==> config.mk <==
export PLATFORM = sky130hd
export DESIGN_NAME = gcd_issuer
export DESIGN_NICKNAME = d
export VERILOG_FILES = /design/src/rtl/gcd_issuer.sv
export SDC_FILE = /design/constraint.sdc
export NUM_CORES = 1
export LEC_CHECK = 0
export ABC_CLOCK_PERIOD_IN_PS = 6000
export CAP_MARGIN = 10
export CORE_ASPECT_RATIO = 0.8
export CORE_MARGIN = 4
export CORE_UTILIZATION = 48
export CTS_CLUSTER_DIAMETER = 120
export DETAILED_ROUTE_END_ITERATION = 8
export MAX_ROUTING_LAYER = met4
export PLACE_DENSITY_LB_ADDON = 0.12
export REMOVE_ABC_BUFFERS = 1
export SKIP_LAST_GASP = 1
export SYNTH_ARGS = -nofsm -noshare
export SYNTH_HDL_FRONTEND = slang
export SYNTH_SLANG_ARGS = --single-unit
==> constraint.sdc <==
create_clock -name clk_i -period 6 [get_ports clk_i]
set_input_delay 1.5 -clock clk_i [delete_from_list [all_inputs] [get_ports clk_i]]
set_output_delay 1.5 -clock clk_i [all_outputs]
set_load 0.03 [all_outputs]
==> src/rtl/gcd_issuer.sv <==
`timescale 1ns/1ps
`default_nettype none
// ============================================================================
//  Module      : gcd_issuer
//  Description : Queues host GCD requests in a small FIFO and issues them one
//                at a time to an external GCD engine. Zero-operand requests
//                are answered locally. The optional WAIT timeout is enabled
//                by defining the GCD_ISSUER_TIMEOUT_EN macro.
//  Revision    : 1.0 - initial release
// ============================================================================
module gcd_issuer #(
    parameter int WIDTH          = 8,
    parameter int DEPTH          = 4,
    parameter int TIMEOUT_CYCLES = 255
) (
    input  logic             clk_i,
    input  logic             rst_ni,
    // host request side
    input  logic             req_valid_i,
    output logic             req_ready_o,
    input  logic [WIDTH-1:0] req_a_i,
    input  logic [WIDTH-1:0] req_b_i,
    // engine side
    output logic             gcd_valid_o,
    output logic [WIDTH-1:0] gcd_a_o,
    output logic [WIDTH-1:0] gcd_b_o,
    input  logic             gcd_done_i,
    input  logic [WIDTH-1:0] gcd_result_i,
    // response side
    output logic             rsp_valid_o,
    input  logic             rsp_ready_i,
    output logic [WIDTH-1:0] rsp_a_o,
    output logic [WIDTH-1:0] rsp_b_o,
    output logic [WIDTH-1:0] rsp_gcd_o,
    output logic             rsp_err_o,
    output logic             busy_o
);

    localparam int C_PTR_W = (DEPTH > 1) ? $clog2(DEPTH) : 1;
    localparam int C_CNT_W = $clog2(DEPTH + 1);
    localparam logic [C_CNT_W-1:0] C_FULL_COUNT = C_CNT_W'(DEPTH);

    // Out-of-range timeout settings leave an empty marker scope in the
    // elaborated hierarchy so they are easy to spot during integration.
    if (TIMEOUT_CYCLES < 1 || TIMEOUT_CYCLES > 65535) begin : g_timeout_out_of_range
    end

    typedef enum logic [1:0] {
        S_IDLE  = 2'd0,
        S_ISSUE = 2'd1,
        S_WAIT  = 2'd2,
        S_RESP  = 2'd3
    } state_t;

    state_t r_state;
    state_t w_next;

    // FIFO storage and bookkeeping
    logic [WIDTH-1:0]   r_mem_a [DEPTH];
    logic [WIDTH-1:0]   r_mem_b [DEPTH];
    logic [C_PTR_W-1:0] r_wr_ptr;
    logic [C_PTR_W-1:0] r_rd_ptr;
    logic [C_CNT_W-1:0] r_count;

    logic             w_full;
    logic             w_empty;
    logic             w_push;
    logic             w_pop;
    logic [WIDTH-1:0] w_head_a;
    logic [WIDTH-1:0] w_head_b;
    logic             w_head_zero;

    // FSM-generated load strobes
    logic w_issue_load;
    logic w_zero_load;
    logic w_done_load;
    logic w_timeout_load;
    logic w_timeout;

    // datapath registers
    logic [WIDTH-1:0] r_gcd_a;
    logic [WIDTH-1:0] r_gcd_b;
    logic [WIDTH-1:0] r_rsp_a;
    logic [WIDTH-1:0] r_rsp_b;
    logic [WIDTH-1:0] r_rsp_gcd;

    assign w_full      = (r_count == C_FULL_COUNT);
    assign w_empty     = (r_count == '0);
    assign w_push      = req_valid_i && !w_full;
    assign w_head_a    = r_mem_a[r_rd_ptr];
    assign w_head_b    = r_mem_b[r_rd_ptr];
    assign w_head_zero = (w_head_a == '0) || (w_head_b == '0);

    // FIFO: write at wr_ptr, read at rd_ptr, pointers wrap naturally (DEPTH is 2^n)
    always_ff @(posedge clk_i or negedge rst_ni) begin
        if (!rst_ni) begin
            r_wr_ptr <= '0;
            r_rd_ptr <= '0;
            r_count  <= '0;
            for (int i = 0; i < DEPTH; i++) begin
                r_mem_a[i] <= '0;
                r_mem_b[i] <= '0;
            end
        end else begin
            if (w_push) begin
                r_mem_a[r_wr_ptr] <= req_a_i;
                r_mem_b[r_wr_ptr] <= req_b_i;
                r_wr_ptr          <= r_wr_ptr + 1'b1;
            end
            if (w_pop) begin
                r_rd_ptr <= r_rd_ptr + 1'b1;
            end
            case ({w_push, w_pop})
                2'b10:   r_count <= r_count + 1'b1;
                2'b01:   r_count <= r_count - 1'b1;
                default: r_count <= r_count;
            endcase
        end
    end

`ifdef GCD_ISSUER_TIMEOUT_EN
    localparam logic [15:0] C_TIMEOUT_LAST = 16'(TIMEOUT_CYCLES - 1);

    logic [15:0] r_wait_cnt;
    logic        r_rsp_err;

    // WAIT-cycle counter: cleared in ISSUE so it starts at zero on entering WAIT
    always_ff @(posedge clk_i or negedge rst_ni) begin
        if (!rst_ni) begin
            r_wait_cnt <= '0;
        end else if (r_state == S_ISSUE) begin
            r_wait_cnt <= '0;
        end else if (r_state == S_WAIT) begin
            r_wait_cnt <= r_wait_cnt + 16'd1;
        end
    end

    // The last allowed WAIT cycle is the one where the counter shows TIMEOUT_CYCLES-1
    assign w_timeout = (r_state == S_WAIT) && (r_wait_cnt == C_TIMEOUT_LAST);

    // Error flag: set on expiry, cleared whenever a new response is prepared
    always_ff @(posedge clk_i or negedge rst_ni) begin
        if (!rst_ni) begin
            r_rsp_err <= 1'b0;
        end else if (w_timeout_load) begin
            r_rsp_err <= 1'b1;
        end else if (w_issue_load || w_zero_load) begin
            r_rsp_err <= 1'b0;
        end
    end

    assign rsp_err_o = r_rsp_err;
`else
    assign w_timeout = 1'b0;
    assign rsp_err_o = 1'b0;
`endif

    // FSM state register
    always_ff @(posedge clk_i or negedge rst_ni) begin
        if (!rst_ni) begin
            r_state <= S_IDLE;
        end else begin
            r_state <= w_next;
        end
    end

    // FSM next state and load strobes; engine done has priority over expiry
    always_comb begin
        w_next         = r_state;
        w_pop          = 1'b0;
        w_issue_load   = 1'b0;
        w_zero_load    = 1'b0;
        w_done_load    = 1'b0;
        w_timeout_load = 1'b0;
        case (r_state)
            S_IDLE: begin
                if (!w_empty) begin
                    if (w_head_zero) begin
                        w_pop       = 1'b1;
                        w_zero_load = 1'b1;
                        w_next      = S_RESP;
                    end else begin
                        w_issue_load = 1'b1;
                        w_next       = S_ISSUE;
                    end
                end
            end
            S_ISSUE: begin
                w_pop  = 1'b1;
                w_next = S_WAIT;
            end
            S_WAIT: begin
                if (gcd_done_i) begin
                    w_done_load = 1'b1;
                    w_next      = S_RESP;
                end else if (w_timeout) begin
                    w_timeout_load = 1'b1;
                    w_next         = S_RESP;
                end
            end
            S_RESP: begin
                if (rsp_ready_i) begin
                    w_next = S_IDLE;
                end
            end
            default: w_next = S_IDLE;
        endcase
    end

    // Operand/result capture; the head is latched on the way into ISSUE so the
    // engine operands are already valid during the ISSUE pulse and held after
    always_ff @(posedge clk_i or negedge rst_ni) begin
        if (!rst_ni) begin
            r_gcd_a   <= '0;
            r_gcd_b   <= '0;
            r_rsp_a   <= '0;
            r_rsp_b   <= '0;
            r_rsp_gcd <= '0;
        end else begin
            if (w_issue_load) begin
                r_gcd_a <= w_head_a;
                r_gcd_b <= w_head_b;
                r_rsp_a <= w_head_a;
                r_rsp_b <= w_head_b;
            end
            if (w_zero_load) begin
                r_rsp_a   <= w_head_a;
                r_rsp_b   <= w_head_b;
                r_rsp_gcd <= w_head_a | w_head_b;
            end
            if (w_done_load) begin
                r_rsp_gcd <= gcd_result_i;
            end else if (w_timeout_load) begin
                r_rsp_gcd <= '0;
            end
        end
    end

    assign req_ready_o = !w_full;
    assign gcd_valid_o = (r_state == S_ISSUE);
    assign gcd_a_o     = r_gcd_a;
    assign gcd_b_o     = r_gcd_b;
    assign rsp_valid_o = (r_state == S_RESP);
    assign rsp_a_o     = r_rsp_a;
    assign rsp_b_o     = r_rsp_b;
    assign rsp_gcd_o   = r_rsp_gcd;
    assign busy_o      = (r_state != S_IDLE) || !w_empty;

endmodule
`default_nettype wire

; Word-level counts from Yosys, hierarchy flattened
; Index checks and enable logic that the tools add are counted.
[classes]
bitwise_logic = 3
n_eq_ne = 9
muxes = 31
addsub = 4
n_reduce_logical = 15
n_lt_le_gt_ge = 3
[op_table]
columns = cell, n
row1 = 8-bit two-way mux, 11
row2 = 32-bit bitwise mux, 2
row3 = 8-bit binary-select mux with 2-bit select, 2
row4 = 8-bit demux with 2-bit select, 1
row5 = 8-bit logical NOT, 2
row6 = 1-bit two-way mux, 8
row7 = 2-bit two-way mux, 4
row8 = 8-bit OR, 1
row9 = 2-bit case mux with 4 select lines, 1
row10 = 2-bit nonzero test, 4
row11 = 2-bit == test (second input constant), 3
row12 = 3-bit >= comparator (second input constant), 2
row13 = 2-bit NOT with 3-bit output, 2
row14 = 3-bit case mux with 2 select lines, 1
row15 = 2-bit by 1-bit adder with 2-bit output (second input constant), 2
row16 = 2-bit by 1-bit == test with 1-bit output (second input constant), 2
row17 = 2-bit inequality test (second input constant), 2
row18 = 3-bit by 1-bit adder with 3-bit output (second input constant), 1
row19 = 3-bit == test (second input constant), 1
row20 = 3-bit logical NOT, 1
row21 = 3-bit by 1-bit < comparator with 1-bit output (second input constant), 1
row22 = 3-bit AND reduction, 1
row23 = 3-bit by 1-bit subtractor with 3-bit output (second input constant), 1
row24 = 1-bit logical AND, 2
row25 = 5 further kinds, 7
[totals]
ff_bits = 113
out_inout_bits = 45
elab_cells = 82
input_bits = 29

; Depth between registers and ports, before layout
[depth]
depth_word = 11
ltp_mapped = 14
ltp_nobuf = 11

; Least setup slack after synthesis
; Ideal clock, no wire load.
[synth_timing]
path_type = register -> register
startpoint = reg r_rd_ptr[0]
endpoint = reg r_count[2]
setup_time_ns = 0.079
n_path_buf = 2
setup_slack_ns = 3.021
path_stages_with_launch = 14
required_time_ns = 5.921
arrival_time_ns = 2.900
synth_period_minus_slack_ns = 2.979
path_cell_list = dfrtp_1 -> buf_2 -> mux4_2 -> nor4_1 -> nand2_1 -> buf_2 -> a21oi_1 -> or2_2 -> ha_1 -> inv_1 -> fa_1 -> xor2_1 -> nor2_1 -> xor2_1
[synth_between]
elab_chain_cells = 11
elab_cells_between_ends = 17
classes_between = eq/ne: 2 / mux: 10 / bitwise: 1 / reduce/logical: 4
[synth_lines]
columns = element, line_no
row1 = "start, declared", 62  ; logic [C_PTR_W-1:0] r_rd_ptr;
row2 = "start signal, assigned", 111  ; r_rd_ptr <= r_rd_ptr + 1'b1;
row3 = 2-bit NOT with 3-bit output (not written as such) *, "90, 91"
row4 = 8-bit binary-select mux with 2-bit select (on tied branches), "90, 91"
row5 = 8-bit two-way mux (on tied branches) (2 in a row), "90, 91"
row6 = 8-bit logical NOT, 92  ; assign w_head_zero = (w_head_a == '0) || (w_head_b == '0);
row7 = 1-bit logical OR *, 92
row8 = 1-bit two-way mux *, 178  ; if (w_head_zero) begin
row9 = 1-bit two-way mux *, 177  ; if (!w_empty) begin
row10 = 1-bit case mux with 2 select lines *, 175  ; case (r_state)
row11 = named net w_pop, 68  ; logic w_pop;
row12 = 2-bit by 1-bit == test with 1-bit output / 2-bit == test (equally long branches), 113  ; case ({w_push, w_pop})
row13 = 3-bit case mux with 2 select lines / 2-bit nonzero test (equally long branches), n/a
row14 = "end signal, assigned", 114  ; 2'b10: r_count <= r_count + 1'b1;
row15 = "end signal, assigned", 115  ; 2'b01: r_count <= r_count - 1'b1;
row16 = "end signal, assigned", 116  ; default: r_count <= r_count;
row17 = "end, declared", 63  ; logic [C_CNT_W-1:0] r_count;
; The timed path passes the listed nets; every way through them passes the cells marked *. The select of a mux whose other input is x is not followed.
; A chain may end at the register's enable or synchronous reset.

; Worst setup path after layout
; Same ends and word-level chain as after synthesis.

==> metrics.cfg <==
[logic_synthesis]
ys.flop_type=dfrtp_1
synth_edf_count=0
yosys.cell_types.count=38
syn-cell-area_um2=5126
ys_seq_elements=113
synth_cells=397
avgSynthCellArea_um2=12.91
ys_seq_area_frac=0.5516
synthArstFlopShare=1.000
yosys_warnings=0

[global_routing]
antenna_found_initial=0
grt-ovfl-total=0
first_global_vias=3602
grt_max_degree=68
track_usage=0.2175
grt_pass1_wl_mm=19.75

[detailed_routing]
drcViolationCount=0
drt_iter0_markers=231
ant_nets=0
num_vias=3415
dr.pass1.iters=4
wl_per_cell_um=19.21
viasPerCell=5.499
routed_wl_mm=11.93

[pwr]
clkPwrFrac=0.223
switching_share=0.3756
p_leak_nw=2.857
p_sw_mw=1.637
ir_drop_uv=345.3
p_int_mw=2.722
pwr_density_cell_nw_per_um2=666.2
seqPwrFrac=0.327
combPwrFrac=0.450

[worst_setup_path]
required_ns=6.33
cp_slowest_stage_delay_ns=0.58
cp_common_cell=xor2_1
path_class=register to register
critPathCaptureType=register
critical_path_arrival_ns=4.23
cpMaxStageDelayCell=dfrtp_1
startpoint_type=register
path_max_fanout=21
cp_cell_sequence=buf_16 -> mux4_2 -> nor4_1 -> nand2_1 -> a21oi_1 -> or2_2 -> ha_1 -> inv_1 -> fa_1 -> xor2_1 -> nor2_1 -> xor2_1
rrSetupSlack_ns=2.10

[timing]
timing.fmax_mhz=256.4
fin_crit_ns=3.900
finClkSkew_ns=0.01074
finalMaxSlewViolations=0
hold_violations=0
worstMarginPinSlew_ns=0.9257
tns_ns=0
maxSlewHeadroom=0.3814
rsz0062_at_grt=false
setup_viol=0
period_share=0.6500

[clock_tree]
cts-resized-gates=0
cts-buffers-inserted=17
cts_tree=done
insertion_delay_ns=0.41
htreeDepth=4
clk_pin_slew_worst_paths_ns=0.06
postCtsHoldBufs=0
cts_sinks=113
clock-root-buffer=clkbuf_16
post-cts-setup-buffer-count=0
clk_path_buf_depth=2

[final_layout]
final_cells=621
utilization=0.6339
area_delta_synth_final_pct=27.65
drive_above_1_share=0.2557
finalInstanceArea_um2=6544
multi_input_area_um2=2171
regArea_um2=2828
finalNetCount=508
diodes=0
n_fill_cell=834

[die]
num_io_pins=74
dieArea_um2=12410
initial_core_util=0.4966
die-height_um=100.4
die_w_um=123.5
rows=33
core_um2=10320

[place]
dpl.hpwl_mm=7.709
placed_area_um2=5944
place_congestion=0.7849
place_inst=589
io_buffers=72

[outcome]
status=complete, no violations

[run]
maxCapViolations=0

[worst_hold_path]
holdCritPathClass=register to register

==> cells by family after synthesis <==
kind of cell             synth area share
flip-flops                         0.5516
AND/OR/NAND/NOR                    0.1001
multiplexers                       0.2480
buffers and inverters             0.02758
AO/OA/AOI/OAI                     0.03930
adder cells (fa/ha/maj)           0.02587
XOR/XNOR                         0.006836
other                           0.0007315
==> sequential cells by signal, summed over array words and instances, names as in the netlist <==
register,flops
gcd_a_o,8
gcd_b_o,8
r_count,3
r_mem_a,32
r_mem_b,32
r_rd_ptr,2
r_state,2
r_wr_ptr,2
rsp_a_o,8
rsp_b_o,8
rsp_gcd_o,8
==> cells in the final DEF (no fill, tap or decap), types with 8 or more instances in the layout <==
cell,netlist,layout
clkdlybuf4s50_1,0,71
and3_1,8,8
a31oi_1,8,8
ha_1,9,9
a211o_1,8,8
nand3_1,9,9
inv_1,10,10
nor2_1,12,12
mux2_2,70,70
clkbuf_16,0,17
mux4_2,16,16
mux2_1,10,10
nand2_1,63,63
nand4_1,8,8
dfrtp_1,113,113
==> final cells by class <==
cell class | count | area share
Clock inverter | 10 | 0.01702
Sequential cell | 113 | 0.4321
Inverter | 10 | 0.005736
Multi-Input combinational cell | 252 | 0.3317
Timing Repair Buffer | 75 | 0.1163
Clock buffer | 21 | 0.07036
Tap cell | 140 | 0.02677
==> metrics by stage <==
stage / worst slack, ns / hold slack [ns] / power [mW]
floorplan: 2.440 / 0.4739 / 2.677
global placement: 1.824 / 0.4591 / 3.320
detailed placement: 1.722 / 0.4627 / 3.365
CTS: 1.680 / 0.4766 / 4.366
global route: 1.795 / 0.4979 / 4.641
finish: 2.100 / 0.4728 / 4.359
==> critical path, delay by kind of cell, from the launching register on <==
kind | cells | cell delay (ns)
AND/OR/NAND/NOR | 4 | 1.19
flip-flops | 1 | 0.58
multiplexers | 1 | 0.56
adder cells (fa/ha/maj) | 2 | 0.53
AO/OA/AOI/OAI | 1 | 0.36
XOR/XNOR | 2 | 0.30
buffers and inverters | 2 | 0.28
==> power groups by stage <==
| stage | Clock [mW] | Sequential, mW | Combinational [mW] |
|---|---|---|---|
| 6_report | 0.973 | 1.42 | 1.96 |
| 5_1_grt | 1.02 | 1.48 | 2.14 |
| 4_1_cts | 0.986 | 1.45 | 1.93 |
| 3_5_place_dp | 0 | 1.45 | 1.91 |
| 3_3_place_gp | 0 | 1.45 | 1.87 |
| 2_1_floorplan | 0 | 1.62 | 1.06 |
==> layer usage <==
layer  global-route usage  vias up  wire length (um)
met5                    -        -                 0
met4              0.06894        0               156
met3              0.05296       13               530
met2               0.3162       87              5563
met1               0.3041     1749              5677
li1                     -     1566                 -
==> synth_stat cells (3+ instances only) <==
cell	instances	area, um2
dfrtp_1	113	2828
mux2_2	70	788.3
nand2_1	63	236.5
mux4_2	16	360.4
clkbuf_1	14	52.55
nor2_1	12	45.04
inv_1	10	37.54
mux2_1	10	112.6
ha_1	9	112.6
nand3_1	9	45.04
a211o_1	8	70.07
a31oi_1	8	50.05
and3_1	8	50.05
nand4_1	8	50.05
buf_2	5	25.02
nor4_1	4	25.02
nor2b_1	3	18.77
==> worst paths after layout <==
check | startpoint | to | depth (start not counted)
max reg2reg | r_rd_ptr[0] | r_count[2] | 12
min reg2reg | rsp_b_o[7] | rsp_b_o[7] | 2
min in group asynchronous | rst_ni | rsp_b_o[1] | 1
max | r_rd_ptr[0] | r_count[2] | 12
min | rsp_b_o[7] | rsp_b_o[7] | 2
max in group asynchronous | rst_ni | r_wr_ptr[1] | 2
Note: power is estimated with default switching activity, not from simulation.
